<file path="config.mk">
export PLATFORM = sky130hd
export DESIGN_NAME = decode_regfile
export DESIGN_NICKNAME = d
export VERILOG_FILES = /design/src/rtl/cpu15_pkg.sv /design/src/rtl/regfile8x16.sv /design/src/rtl/decode_regfile.sv
export SDC_FILE = /design/constraint.sdc
export NUM_CORES = 1
export LEC_CHECK = 0
export BUFFER_PORTS_ARGS = -buffer_cell sky130_fd_sc_hd__buf_2
export CORE_MARGIN = 5
export CORE_UTILIZATION = 54
export CTS_BUF_LIST = sky130_fd_sc_hd__clkbuf_4 sky130_fd_sc_hd__clkbuf_8
export CTS_CLUSTER_SIZE = 8
export DETAILED_ROUTE_END_ITERATION = 7
export PLACE_DENSITY = 0.78
export SETUP_SLACK_MARGIN = 0.4
export SLEW_MARGIN = 40
export SYNTH_ARGS = -nofsm -noshare
export SYNTH_HDL_FRONTEND = slang
export SYNTH_SLANG_ARGS = --single-unit
</file>
<file path="constraint.sdc">
create_clock -name CLK_EX -period 1.9 [get_ports CLK_EX]
set_input_delay 0.095 -clock CLK_EX [delete_from_list [all_inputs] [get_ports CLK_EX]]
set_output_delay 0.095 -clock CLK_EX [all_outputs]
set_load 0.05 [all_outputs]
</file>
<file path="src/rtl/cpu15_pkg.sv">
// cpu15_pkg: shared opcodes, sequencer states and instruction field positions
package cpu15_pkg;
  localparam int DATA_W  = 16;
  localparam int REG_N   = 8;
  localparam int INSTR_W = 15;
  localparam int OPC_HI  = 14;
  localparam int OPC_LO  = 11;
  localparam int RA_HI   = 10;
  localparam int RA_LO   = 8;
  localparam int RB_HI   = 7;
  localparam int RB_LO   = 5;
  localparam int IMM_HI  = 7;
  localparam int IMM_LO  = 0;
  localparam logic [3:0] OP_MOV = 4'h0;
  localparam logic [3:0] OP_ADD = 4'h1;
  localparam logic [3:0] OP_SUB = 4'h2;
  localparam logic [3:0] OP_AND = 4'h3;
  localparam logic [3:0] OP_OR  = 4'h4;
  localparam logic [3:0] OP_XOR = 4'h5;
  localparam logic [3:0] OP_SHL = 4'h6;
  localparam logic [3:0] OP_SHR = 4'h7;
  localparam logic [3:0] OP_LDL = 4'h8;
  localparam logic [3:0] OP_LDH = 4'h9;
  localparam logic [3:0] OP_CMP = 4'ha;
  localparam logic [3:0] OP_JE  = 4'hb;
  localparam logic [3:0] OP_JMP = 4'hc;
  localparam logic [3:0] OP_LD  = 4'hd;
  localparam logic [3:0] OP_ST  = 4'he;
  localparam logic [3:0] OP_HLT = 4'hf;
  typedef enum logic [1:0] {
    ST_FETCH  = 2'd0,
    ST_DECODE = 2'd1,
    ST_EXEC   = 2'd2,
    ST_WB     = 2'd3
  } state_t;
  function automatic logic [3:0] ir_opc(input logic [INSTR_W-1:0] ir);
    return ir[OPC_HI:OPC_LO];
  endfunction
endpackage

</file>
<file path="src/rtl/regfile8x16.sv">
// regfile8x16: two combinational read ports, one synchronous write port, synchronous clear
module regfile8x16 #(
  parameter int DATA_W = 16,
  parameter int REG_N  = 8
) (
  input  logic                     CLK_EX,
  input  logic                     clr,
  input  logic                     wen,
  input  logic [$clog2(REG_N)-1:0] waddr,
  input  logic [DATA_W-1:0]        wdata,
  input  logic [$clog2(REG_N)-1:0] ra_addr,
  input  logic [$clog2(REG_N)-1:0] rb_addr,
  output logic [DATA_W-1:0]        ra_data,
  output logic [DATA_W-1:0]        rb_data
);
  logic [DATA_W-1:0] rf [REG_N];
  // clear has priority so a write on the reset edge is dropped
  always_ff @(posedge CLK_EX) begin
    if (clr) begin
      for (int i = 0; i < REG_N; i++) rf[i] <= '0;
    end else if (wen) begin
      rf[waddr] <= wdata;
    end
  end
  assign ra_data = rf[ra_addr];
  assign rb_data = rf[rb_addr];
endmodule

</file>
<file path="src/rtl/decode_regfile.sv">
// decode_regfile: 4-phase fetch/decode sequencer, IR, bubble mux and register file write-back
module decode_regfile #(
  parameter int DATA_W = cpu15_pkg::DATA_W,
  parameter int REG_N  = cpu15_pkg::REG_N
) (
  input  logic              CLK_EX,
  input  logic              RESET_N,
  input  logic [7:0]        P_COUNT,
  output logic [7:0]        ROM_ADDR,
  input  logic [14:0]       ROM_DATA,
  input  logic [DATA_W-1:0] REG_IN,
  input  logic              REG_WEN,
  output logic [3:0]        OP_CODE,
  output logic [DATA_W-1:0] REG_A,
  output logic [DATA_W-1:0] REG_B,
  output logic [7:0]        OP_DATA,
  output logic [7:0]        RAM_ADDR,
  output logic [1:0]        PHASE,
  output logic              HALTED
);
  import cpu15_pkg::*;
  state_t state, state_nxt;
  logic halted_nxt;
  logic [INSTR_W-1:0] ir;
  // sequencer state, halt flag and instruction register
  always_ff @(posedge CLK_EX) begin
    if (!RESET_N) begin
      state  <= ST_FETCH;
      HALTED <= 1'b0;
      ir     <= '0;
    end else begin
      state  <= state_nxt;
      HALTED <= halted_nxt;
      if (state == ST_DECODE) ir <= ROM_DATA;
    end
  end
  // EXEC always steps to WB, so a halt parks the sequencer with PHASE reading 3
  always_comb begin
    state_nxt  = HALTED ? state : state_t'(state + 2'd1);
    halted_nxt = HALTED | (state == ST_EXEC && ir_opc(ir) == OP_HLT);
  end
  assign ROM_ADDR = P_COUNT;
  assign PHASE    = state;
  assign OP_CODE  = (state == ST_EXEC && !HALTED) ? ir_opc(ir) : OP_HLT;
  assign OP_DATA  = ir[IMM_HI:IMM_LO];
  assign RAM_ADDR = ir[IMM_HI:IMM_LO];
  regfile8x16 #(.DATA_W(DATA_W), .REG_N(REG_N)) u_rf (
    .CLK_EX  (CLK_EX),
    .clr     (!RESET_N),
    .wen     (state == ST_WB && !HALTED && REG_WEN),
    .waddr   (ir[RA_HI:RA_LO]),
    .wdata   (REG_IN),
    .ra_addr (ir[RA_HI:RA_LO]),
    .rb_addr (ir[RB_HI:RB_LO]),
    .ra_data (REG_A),
    .rb_data (REG_B)
  );
endmodule

</file>
---- Word-level counts from Yosys, hierarchy flattened ----
Memories as Yosys holds them, arrays and structs flattened. A register that Yosys moved wholly into a read port is not among the register bits.
Index checks and enable logic that the tools add are counted.
word-level totals
  bits in registers ....................... 18
  RAM bits ................................ 128
  output and inout port bits .............. 63
  logic and storage cells ................. 28
  memories kept ........................... 1
operators by class
  $add $sub $neg .......................... 1
  equality and inequality tests ........... 4
  mux-type cells .......................... 12
  bitwise logic cells ..................... 1
  reduce and logical (&&, ||, !) cells .... 6
memories
  memory   words  width  rd ports  clocked after memory_dff  wr ports  line               RTL
  u_rf.rf  8      16     2         2                         8         regfile8x16.sv:16  logic [DATA_W-1:0] rf [REG_N];
operators with widths
  cell                   number
  $mux W16               1
  $reduce_or A16 Y1      1
  $mux W3                5
  $mux W1                5
  $eq A2 B2 Y1 const B   2
  $eq A4 B4 Y1 const B   1
  $logic_and A1 B1 Y1    4
  $mux W4                1
  $add A2 B1 Y2 const B  1
  $eq A2 B1 Y1 const B   1
  $logic_not A1 Y1       1
  $or A1 B1 Y1           1

---- Depth between registers and ports, before layout ----
Gate-level depths: netlist of run 1.
  depth after elaboration ................. 8
  depth in mapped cells ................... 6
  mapped depth without buffers ............ 4

---- Cells and area by module ----
Synthesis of run 1 repeated with hierarchy kept, for this count alone.
unflattened totals
  cells, all modules ...................... 526
  area total of the unflattened synthesis .. 7893.8 um^2
by module, submodules not included
  module          times used  cells each  area each (um^2)
  regfile8x16     1           430         6974.2
  decode_regfile  1           96          919.6

---- Worst setup path before layout of run 1 ----
OpenSTA, ideal clock, no wires.
  path type ............................... reg2reg
  start ................................... register state[0], in the netlist PHASE[0]
  end ..................................... memory u_rf.rf[3][0] (enable)
  library setup time ...................... 0.371 ns
  data arrival time ....................... 2.092 ns
  required time ........................... 1.529 ns
  slack ................................... -0.563 ns
  stages on the path, launching flop included .. 5
  buffers on the path ..................... 0
  path through ............................ dfxtp_1 ha_1 nand4b_4 nor4b_4 or2b_1
RTL lines
  what                    line                  RTL
  start, declared         decode_regfile.sv:22  state_t state, state_nxt;
  start signal, assigned  decode_regfile.sv:32  state <= state_nxt;
  end, declared           regfile8x16.sv:16

==> summary.md, run 1 <==
| Metric | Value |
|---|---|
| Outcome | `complete, but fails checks` |
| Violations in the final reports | `negative setup slack` |
| Violation count after the first detailed-route iteration | `654` |
| CP Max Fanout | `6` |
| Number of synthesized register bits | `about 150` |
| Number of clock sinks seen by CTS | `152` |
| Fraction of the mapped netlist area in simple logic gates | `0.155` |
| Capturing point of the worst reg2reg path | `u_rf.rf[1][3]$_SDFFCE_PN0P_` |
| Leak pwr | `4.21 nW` |
| # H-tree levels | `4` |
| # setup viols final | `32` |
| Number of cells on the worst reg-to-reg path | `6` |
| Number of instances in the placed design | `737` |
| Number of vias after detailed routing | `5,294` |
| Kind of capture point of the worst setup path | `primary output` |
| Boundary Pins | `105` |
| Worst-case hold slack | `approximately 44 ps` |
| Initial antenna violation count | `0` |
| Fraction of the mapped netlist area in compound gates | `0.00142` |
| Chip Height | `~130 um` |
| Combinational family with the most area after synthesis | `multiplexers` |
| Setup slack of the worst register-to-register path | `90 ps` |
| Number of buffers on the longest clock path | `2` |
| Hpwl dp | `11.1 mm` |
| Maximum achievable frequency | `~450 MHz` |
| Fin crit share | `1.17` |
| Number of buffers inserted by port buffering | `88` |
| Pin count of the biggest net entering global routing | `33` |
| Number of rows in the core area | `44` |
| Min-Delay Endpoint | `u_rf.rf[6][0]$_SDFFCE_PN0P_` |
| Count of unique library cells instantiated by Yosys | `29` |
| Data arrival at the endpoint of the critical path | `around 2100 ps` |
| Layout overhead on the synthesized area | `36.3%` |
| Unrepaired setup endpoints after global routing | `yes` |
| Global-route wire length before repair | `31.3 mm` |
| Number of flops mapped to enable cells by yosys | `between 100 and 150` |
| Via count of the first global-routing pass | `5,507` |
| Clock tree from TritonCTS | `done` |
| Crit path buf inv count | `3` |
| Register area share after synthesis | `0.546` |
| Post-DR wirelength/cell | `28.4 um` |
| Largest voltage drop on the vdd net | `0.000587 V` |
| Crit path time final | `around 2200 ps` |
| Post-Synthesis Mean Instance Area | `15.9 um^2` |
| Slew HR | `0.708` |
| Worst stage delay on the critical path | `510 ps` |
| Required time of the worst setup path | `roughly 1800 ps` |
| Power density over the cells | `738 nW/um^2` |
| Worst path slowest cell | `sky130_fd_sc_hd__mux4_2` |
| Synthesized-area fraction occupied by adder cells | `0.00474` |
| Multiplexer share of the synthesized area | `0.247` |
| Count of final hold-check violations | `0` |
| Fin. max-slew vios | `0` |
| Worst Hold Depth | `2` |
| Type of the worst setup path | `flip-flop to primary output` |
| Cell-by-cell listing of the critical path | `buf_6, buf_12, mux4_2, mux2_4, buf_6` |
| Area of the die | `around 17,000 um^2` |
| Worst Skew | `between 15 and 20 ps` |
| Library cell used as clock root buffer | `sky130_fd_sc_hd__clkbuf_8` |
| TritonCTS buffer count | `17` |
| Proportion of layout cells with a drive suffix above 1 | `0.677` |
| Most Frequent Cell on Critical Path | `sky130_fd_sc_hd__buf_6` |
| CTS clock-pin slew for the worst setup and hold paths | `80 ps` |
| Total wire length | `23.9 mm` |
| Kind of path behind the tightest hold check | `input port to flip-flop` |
| Hold wc startpoint | `REG_IN[0]` |
| Fin nets | `691` |
| Final standard cell utilization of the core | `0.745` |
| Kind of start point of the critical path | `flip-flop` |
| Width of the die | `131 um` |
| Most used flip-flop cell after synthesis | `sky130_fd_sc_hd__edfxtp_1` |
| Routed via count divided by cell count | `6.29` |
| N_diodes | `0` |
| Post-Synthesis Cells | `497` |
| Xor/xnor cell area share of the yosys netlist | `0.00111` |
| Cell family with the largest share of critical-path delay | `multiplexers` |
| Total DRC errors in the routed layout | `0` |
| Crit Reg-Reg Startpoint | `PHASE[1]$_SDFFE_PN0N_` |
| Placer Congestion | `0.754` |
| Synthesis warning total | `0` |
| Post-synth ARST share | `0` |
| MaxCap Viol Count | `0` |
| Floorplan Core Area | `14,500 um^2` |
| Post-Syn Nets | `542` |
| GR Overflow Total | `0` |
| Initial standard-cell utilization of the core | `0.547` |
| Number of search-and-repair iterations in the first detailed-routing pass | `5` |
| Final worst setup slack | `-322 ps` |
| Number of antenna-violating nets in the routed design | `0` |
| Final standard cell count with taps included and fillers excluded | `841` |
| Global router's overall resource usage | `0.257` |
| Syn Std Cell Area | `7910 um^2` |
| Clk_lat worst skew | `460 ps` |
| Worst-Margin Slew | `around 440 ps` |
-- power breakdown --
part / internal, mW / total (mW) / switching [mW]
Combinational: 0.895 / 1.91 / 1.02
Clock: 1.06 / 2.22 / 1.16
Sequential: 3.73 / 3.84 / 0.105
-- stage by stage --
step | setup TNS (ps) | total power [mW] | worst slack, ps | area [um^2]
floorplan | -490 | 5.07 | -30.6 | 8210
global placement | 0 | 5.28 | 187 | 8660
detailed placement | 0 | 5.32 | 142 | 8660
CTS | -9180 | 7.81 | -315 | 10300
global route | -10630 | 8.20 | -374 | 10800
finish | -9010 | 7.97 | -322 | 10800
-- layout make-up --
class / count / area (um^2)
clock buffers: 22 / 272
clock inverters: 8 / 57.6
fillers: 797 / 3690
inverters: 3 / 16.3
multi-input cells: 289 / 3760
flip-flops and latches: 152 / 4340
well taps: 184 / 230
repair buffers: 183 / 2110
-- worst reg2reg max path, cell delays in order, from the launching register on --
cell and delay [ps]:
sky130_fd_sc_hd__dfxtp_4 380, sky130_fd_sc_hd__ha_4 140, sky130_fd_sc_hd__nand4b_4 130, sky130_fd_sc_hd__buf_12 180, sky130_fd_sc_hd__nor4_4 300, sky130_fd_sc_hd__nand2b_4 270
sky130_fd_sc_hd__buf_12 140
-- registers in the layout (all words and copies together), names as in the netlist, named ones only --
name	flops
PHASE	2
HALTED	1
u_rf.rf	128
ir	15
-- cells in the final DEF, fill, tap and decap left out, types with 13 or more instances in the layout --
cell type	n
sky130_fd_sc_hd__buf_4	13
sky130_fd_sc_hd__buf_12	30
sky130_fd_sc_hd__dfxtp_1	17
sky130_fd_sc_hd__mux4_2	64
sky130_fd_sc_hd__mux2i_1	13
sky130_fd_sc_hd__mux2_4	32
sky130_fd_sc_hd__buf_2	55
sky130_fd_sc_hd__buf_6	48
sky130_fd_sc_hd__nor2b_1	16
sky130_fd_sc_hd__edfxtp_1	128
sky130_fd_sc_hd__dlygate4sd3_1	18
sky130_fd_sc_hd__clkbuf_8	17
sky130_fd_sc_hd__and2_4	127
-- routing by layer --
layer	global-route usage	share of wire	vias to the layer above	wire, um
li1	-	-	2149	-
met2	0.448	0.51	396	12300
met1	0.298	0.34	2650	8060
met4	0.108	0.052	0	1240
met3	0.0721	0.096	99	2290
met5	0	0	-	0
-- what timing repair did --
item / CTS / global route
hold buffers: 18 / 0
cloned: 10 / 5
pin swaps: 20 / 29
endpoints found under the hold margin: 35 / 0
setup buffers: 35 / 6
resized for setup: 152 / 109
endpoints found under the setup margin: 292 / 307
-- cell usage after synthesis, types with 4 or more instances --
master / n / area share
sky130_fd_sc_hd__nor4b_4: 4 / 0.012
sky130_fd_sc_hd__edfxtp_1: 128 / 0.49
sky130_fd_sc_hd__nand2b_1: 6 / 0.0047
sky130_fd_sc_hd__mux4_2: 64 / 0.18
sky130_fd_sc_hd__mux2i_1: 15 / 0.019
sky130_fd_sc_hd__buf_4: 25 / 0.024
sky130_fd_sc_hd__or2b_1: 4 / 0.0038
sky130_fd_sc_hd__mux2_2: 32 / 0.046
sky130_fd_sc_hd__dfxtp_1: 24 / 0.061
sky130_fd_sc_hd__and2_1: 118 / 0.093
sky130_fd_sc_hd__and2_2: 12 / 0.011
sky130_fd_sc_hd__nor2b_1: 17 / 0.013
sky130_fd_sc_hd__clkbuf_1: 13 / 0.0062
sky130_fd_sc_hd__buf_6: 4 / 0.0057
sky130_fd_sc_hd__buf_2: 7 / 0.0044
-- cell families after synthesis --
logic type	count (synthesis)
AO/OA/AOI/OAI	2
adder cells (fa/ha/maj)	3
multiplexers	111
buffers and inverters	57
XOR/XNOR	1
AND/OR/NAND/NOR	171
flip-flops	152
-- how the worst max path moves through the flow --
stage / end / from / cells past startpoint / slack [ps]
after floorplan: u_rf.rf[5][0]$_SDFFCE_PN0P_ / PHASE[0]$_SDFFE_PN0N_ / 4 / -30
after global placement: REG_B[2] / flip-flop / 4 / 190
after detailed placement: u_rf.rf[4][8]$_SDFFCE_PN0P_ / PHASE[1]$_SDFFE_PN0N_ / 5 / 140
after CTS: REG_A[1] / flip-flop / 4 / -320
after global routing: REG_A[1] / flip-flop / 4 / -370
final: REG_A[14] / flip-flop / 5 / -320
(Power assumes the default switching activity.)
==> inputs of run 2 (changes only) <==
--- a/config.mk
+++ b/config.mk
@@ -16,4 +16,5 @@
 export SLEW_MARGIN = 40
 export SYNTH_ARGS = -nofsm -noshare
 export SYNTH_HDL_FRONTEND = slang
+export SYNTH_HIERARCHICAL = 1
 export SYNTH_SLANG_ARGS = --single-unit
==> run 2 against run 1 <==
Against the previous run: the run still ends with negative setup slack left; final area increased by 14%; register-to-register slack got worse by 270 ps; core utilization increased by 11 points; worst setup slack got worse by 15 ps; critical path type unchanged.
==> summary.md, run 2 <==
| Metric | Value |
|---|---|
| # H-tree levels | `4 (unchanged)` |
| Post-Synthesis Mean Instance Area | `15.0 um^2 (-5.8%)` |
| Most used flip-flop cell after synthesis | `sky130_fd_sc_hd__edfxtp_1` |
| Count of final hold-check violations | `0 (unchanged)` |
| Leak pwr | `4.78 nW (+14%)` |
| Setup slack of the worst register-to-register path | `-180 ps (-270 ps)` |
| Final standard cell area without fillers | `12,300 um^2 (+14%)` |
| Outcome | `complete, but fails checks` |
| MaxCap Viol Count | `0 (unchanged)` |
| Violation count after the first detailed-route iteration | `1,049 (+60%)` |
| Total DRC errors in the routed layout | `0 (unchanged)` |
| Synthesis warning total | `6 (+6)` |
| Initial standard-cell utilization of the core | `0.547 (+0.000698)` |
| Filler cell count in the final layout | `539 (-32%)` |
| Library cell used as clock root buffer | `sky130_fd_sc_hd__clkbuf_8` |
| Yosys top cell area share | `0.487 (+0.00123)` |
| Crit Reg-Reg Startpoint | `PHASE[1]$_SDFFE_PN0N_` |
| Layout overhead on the synthesized area | `56.2%` |
| Capturing point of the worst reg2reg path | `u_rf/rf[5][10]$_SDFFCE_PN0P_` |
| Register with the highest flop count | `u_rf/rf` |
| CP Max Fanout | `5 (-1)` |
| Post-Syn Nets | `571 (+5.4%)` |
| Via count of the first global-routing pass | `6,314 (+15%)` |
| Top cell types by occurrence after synthesis | `sky130_fd_sc_hd__edfxtp_1 (128), sky130_fd_sc_hd__nor3_1 (122), sky130_fd_sc_hd__mux4_1 (62), sky130_fd_sc_hd__mux2_2 (32), sky130_fd_sc_hd__clkbuf_1 (25)` |
| Number of search-and-repair iterations in the first detailed-routing pass | `5 (unchanged)` |
| Kind of capture point of the worst setup path | `primary output` |
| Cells taking the most area after synthesis | `sky130_fd_sc_hd__edfxtp_1 (49%), sky130_fd_sc_hd__mux4_1 (21%), sky130_fd_sc_hd__nor3_1 (7.7%)` |
| Fin nets | `741 (+7.2%)` |
| Leading cell type by number of instances after synthesis | `sky130_fd_sc_hd__edfxtp_1` |
| Tot Pwr | `8.36 mW (+5.0%)` |
| Type of the worst setup path | `flip-flop to primary output` |
| Crit path time final | `2240 ps (+15.0 ps)` |
| Worst Hold Depth | `4 (+2)` |
| Post-DR wirelength/cell | `36.2 um (+28%)` |
| Internal Pwr Total | `5.59 mW (-1.8%)` |
| Number of buffers on the longest clock path | `2 (unchanged)` |
| Count of unique library cells instantiated by Yosys | `32 (+10%)` |
| Boundary Pins | `105 (unchanged)` |
| Relative contribution of combinational cells to total power | `0.277 (+0.037)` |
| Final worst setup slack | `-337 ps (-15.0 ps)` |
| Data arrival at the endpoint of the critical path | `2140 ps (about the same)` |
| Width of the die | `131 um (-0.12%)` |
| Global router's overall resource usage | `0.346 (+0.0888)` |
| Total wire length | `32.4 mm (+36%)` |
| Hold wc startpoint | `RESET_N` |
| TritonCTS buffer count | `17 (unchanged)` |
| Clock network fraction of design power | `0.280 (+0.002)` |
| Switching power total | `2.77 mW (+22%)` |
| Worst-Margin Slew | `784 ps (+346 ps)` |
| Clk_lat worst skew | `470 ps (about the same)` |
| Number of instances in the placed design | `764 (+3.7%)` |
| Global-route wire length before repair | `41.6 mm (+33%)` |
| # setup viols final | `255 (+700%)` |
| GR Overflow Total | `0 (unchanged)` |
| Number of buffers inserted by port buffering | `88 (unchanged)` |
| Kind of path behind the tightest hold check | `input port to flip-flop` |
| Max reg flops | `128 (unchanged)` |
| Slew HR | `0.474 (-0.234)` |
| Fin. max-slew vios | `0 (unchanged)` |
| Pin count of the biggest net entering global routing | `23 (-30%)` |
| Number of rows in the core area | `44 (unchanged)` |
| Register area share after synthesis | `0.533 (-0.0138)` |
| N_diodes | `0 (unchanged)` |
| Hpwl dp | `12.7 mm (+15%)` |
| Proportion of layout cells with a drive suffix above 1 | `0.693 (+0.0152)` |
| Highest-count cells in the layout ignoring fill and taps | `sky130_fd_sc_hd__edfxtp_1 (128), sky130_fd_sc_hd__nor3_4 (108), sky130_fd_sc_hd__buf_6 (70)` |
| Number of synthesized register bits | `146 (-3.9%)` |
| Clock tree from TritonCTS | `done` |
| Required time of the worst setup path | `1800 ps (about the same)` |
| Number of vias after detailed routing | `6,488 (+23%)` |
| Placer Congestion | `0.830 (+10%)` |
| Post-synth ARST share | `0 (unchanged)` |
| Number of clock sinks seen by CTS | `146 (-3.9%)` |
| Number of flops mapped to enable cells by yosys | `128 (unchanged)` |
| Worst slack at placement | `-33.9 ps (-176 ps)` |
| Largest voltage drop on the vdd net | `0.000566 V (-3.6%)` |
| Unrepaired setup endpoints after global routing | `yes` |
| Power density over the cells | `678 nW/um^2 (-8.1%)` |
| Area of the die | `17,100 um^2 (-0.24%)` |
| Syn Std Cell Area | `7890 um^2 (-0.25%)` |
| Min-Delay Endpoint | `ir[9]$_SDFFE_PN0N_` |
| Maximum achievable frequency | `447 MHz (-0.67%)` |
| Cell taking the most area after synthesis | `sky130_fd_sc_hd__edfxtp_1` |
| Most common cell after layout, fill and taps aside | `sky130_fd_sc_hd__edfxtp_1` |
| Number of cells on the worst reg-to-reg path | `8 (+2)` |
| Violations in the final reports | `negative setup slack` |
| CTS clock-pin slew for the worst setup and hold paths | `80 ps (about the same)` |
| Routed via count divided by cell count | `7.27 (+15%)` |
| Floorplan Core Area | `14,400 um^2 (-0.38%)` |
| Number of antenna-violating nets in the routed design | `0 (unchanged)` |
| Sequential share of power | `0.443 (-0.039)` |
| Chip Height | `131 um (-0.12%)` |
| Final standard cell count with taps included and fillers excluded | `893 (+6.2%)` |
| Placed Area | `8600 um^2 (-0.71%)` |
| Post-Synthesis Cells | `526 (+5.8%)` |
| Worst Skew | `14.9 ps (-1.53 ps)` |
| Initial antenna violation count | `0 (unchanged)` |
| Sw Share | `0.332 (+0.0462)` |
| Fin crit share | `1.18 (+0.00789)` |
| Kind of start point of the critical path | `flip-flop` |
==> run 2: changes by cell type after synthesis, sizes merged, moves of 11 or more <==
cell / previous run / this run
nor2: 0 / 17
and2: 130 / 0
clkinv: 0 / 16
nor3: 2 / 128
nor2b: 17 / 2
clkbuf: 16 / 27
==> run 2: kinds of logic after synthesis <==
logic type / Yosys count / synth area share
compound gates: 10 / 0.00919
xor+xnor: 1 / 0.00111
fa+ha+maj: 3 / 0.00476
buf+inv: 94 / 0.0702
flops: 146 / 0.533
mux: 111 / 0.277
simple gates: 161 / 0.105
==> run 2: final cells by class <==
class	count	area [um^2]	area share
Multi-Input combinational cell	287	4490	0.365
Sequential cell	146	4220	0.342
Timing Repair Buffer	225	2950	0.240
Clock buffer	17	234	0.0190
Tap cell	184	230	0.0187
Clock inverter	15	119	0.00964
Inverter	19	76.3	0.00619
==> run 2: worst max-delay path by stage <==
| stage | start | endpoint | cells past startpoint |
|---|---|---|---|
| floorplan | PHASE[0]$_SDFFE_PN0N_ | u_rf/rf[1][0]$_SDFFCE_PN0P_ | 8 |
| global placement | PHASE[1]$_SDFFE_PN0N_ | u_rf/rf[1][10]$_SDFFCE_PN0P_ | 6 |
| detailed placement | PHASE[1]$_SDFFE_PN0N_ | u_rf/rf[4][10]$_SDFFCE_PN0P_ | 6 |
| CTS | ir[8]$_SDFFE_PN0N_ | REG_A[2] | 5 |
| global route | ir[8]$_SDFFE_PN0N_ | REG_A[10] | 5 |
| finish | ir[8]$_SDFFE_PN0N_ | REG_A[13] | 5 |
==> run 2: power by group through the flow <==
stage	Combinational [mW]	Sequential, mW	Clock [mW]
6_report	2.32	3.70	2.34
5_1_grt	2.38	3.71	2.48
4_1_cts	2.03	3.67	2.21
3_5_place_dp	1.55	3.74	0
3_3_place_gp	1.52	3.72	0
2_1_floorplan	1.24	3.73	0
==> run 2: metrics by stage <==
stage                     utilization  hold WS (ps)  setup TNS [ps]
after floorplan                     -           208          -16930
after global placement          0.596           190           -34.1
after detailed placement        0.596           190           -1760
after CTS                       0.798           134          -11200
after global routing            0.855           160          -38380
final                           0.855           157          -30730
==> run 2: metal layers <==
| layer | global-route usage | vias to the layer above | share of wire |
|---|---|---|---|
| met5 | 0 | - | 0 |
| met1 | 0.430 | 3183 | 0.32 |
| met2 | 0.557 | 735 | 0.48 |
| met4 | 0.162 | 0 | 0.058 |
| li1 | - | 2405 | - |
| met3 | 0.106 | 165 | 0.14 |
==> run 2: what timing repair did <==
item | 4_1_cts | 5_1_grt
gates cloned | 29 | 4
hold endpoints to repair | 16 | 0
setup buffers | 32 | 12
pin swaps | 80 | 21
hold buffers | 20 | 0
gates resized for setup | 320 | 124
setup endpoints to repair | 292 | 311
==> run 2: worst max-delay path, cell delays in order, from the launching register on <==
cell and delay (ps):
sky130_fd_sc_hd__dfxtp_4 440, sky130_fd_sc_hd__buf_12 140, sky130_fd_sc_hd__clkbuf_16 150, sky130_fd_sc_hd__mux4_2 510
sky130_fd_sc_hd__mux2_4 290, sky130_fd_sc_hd__buf_6 150
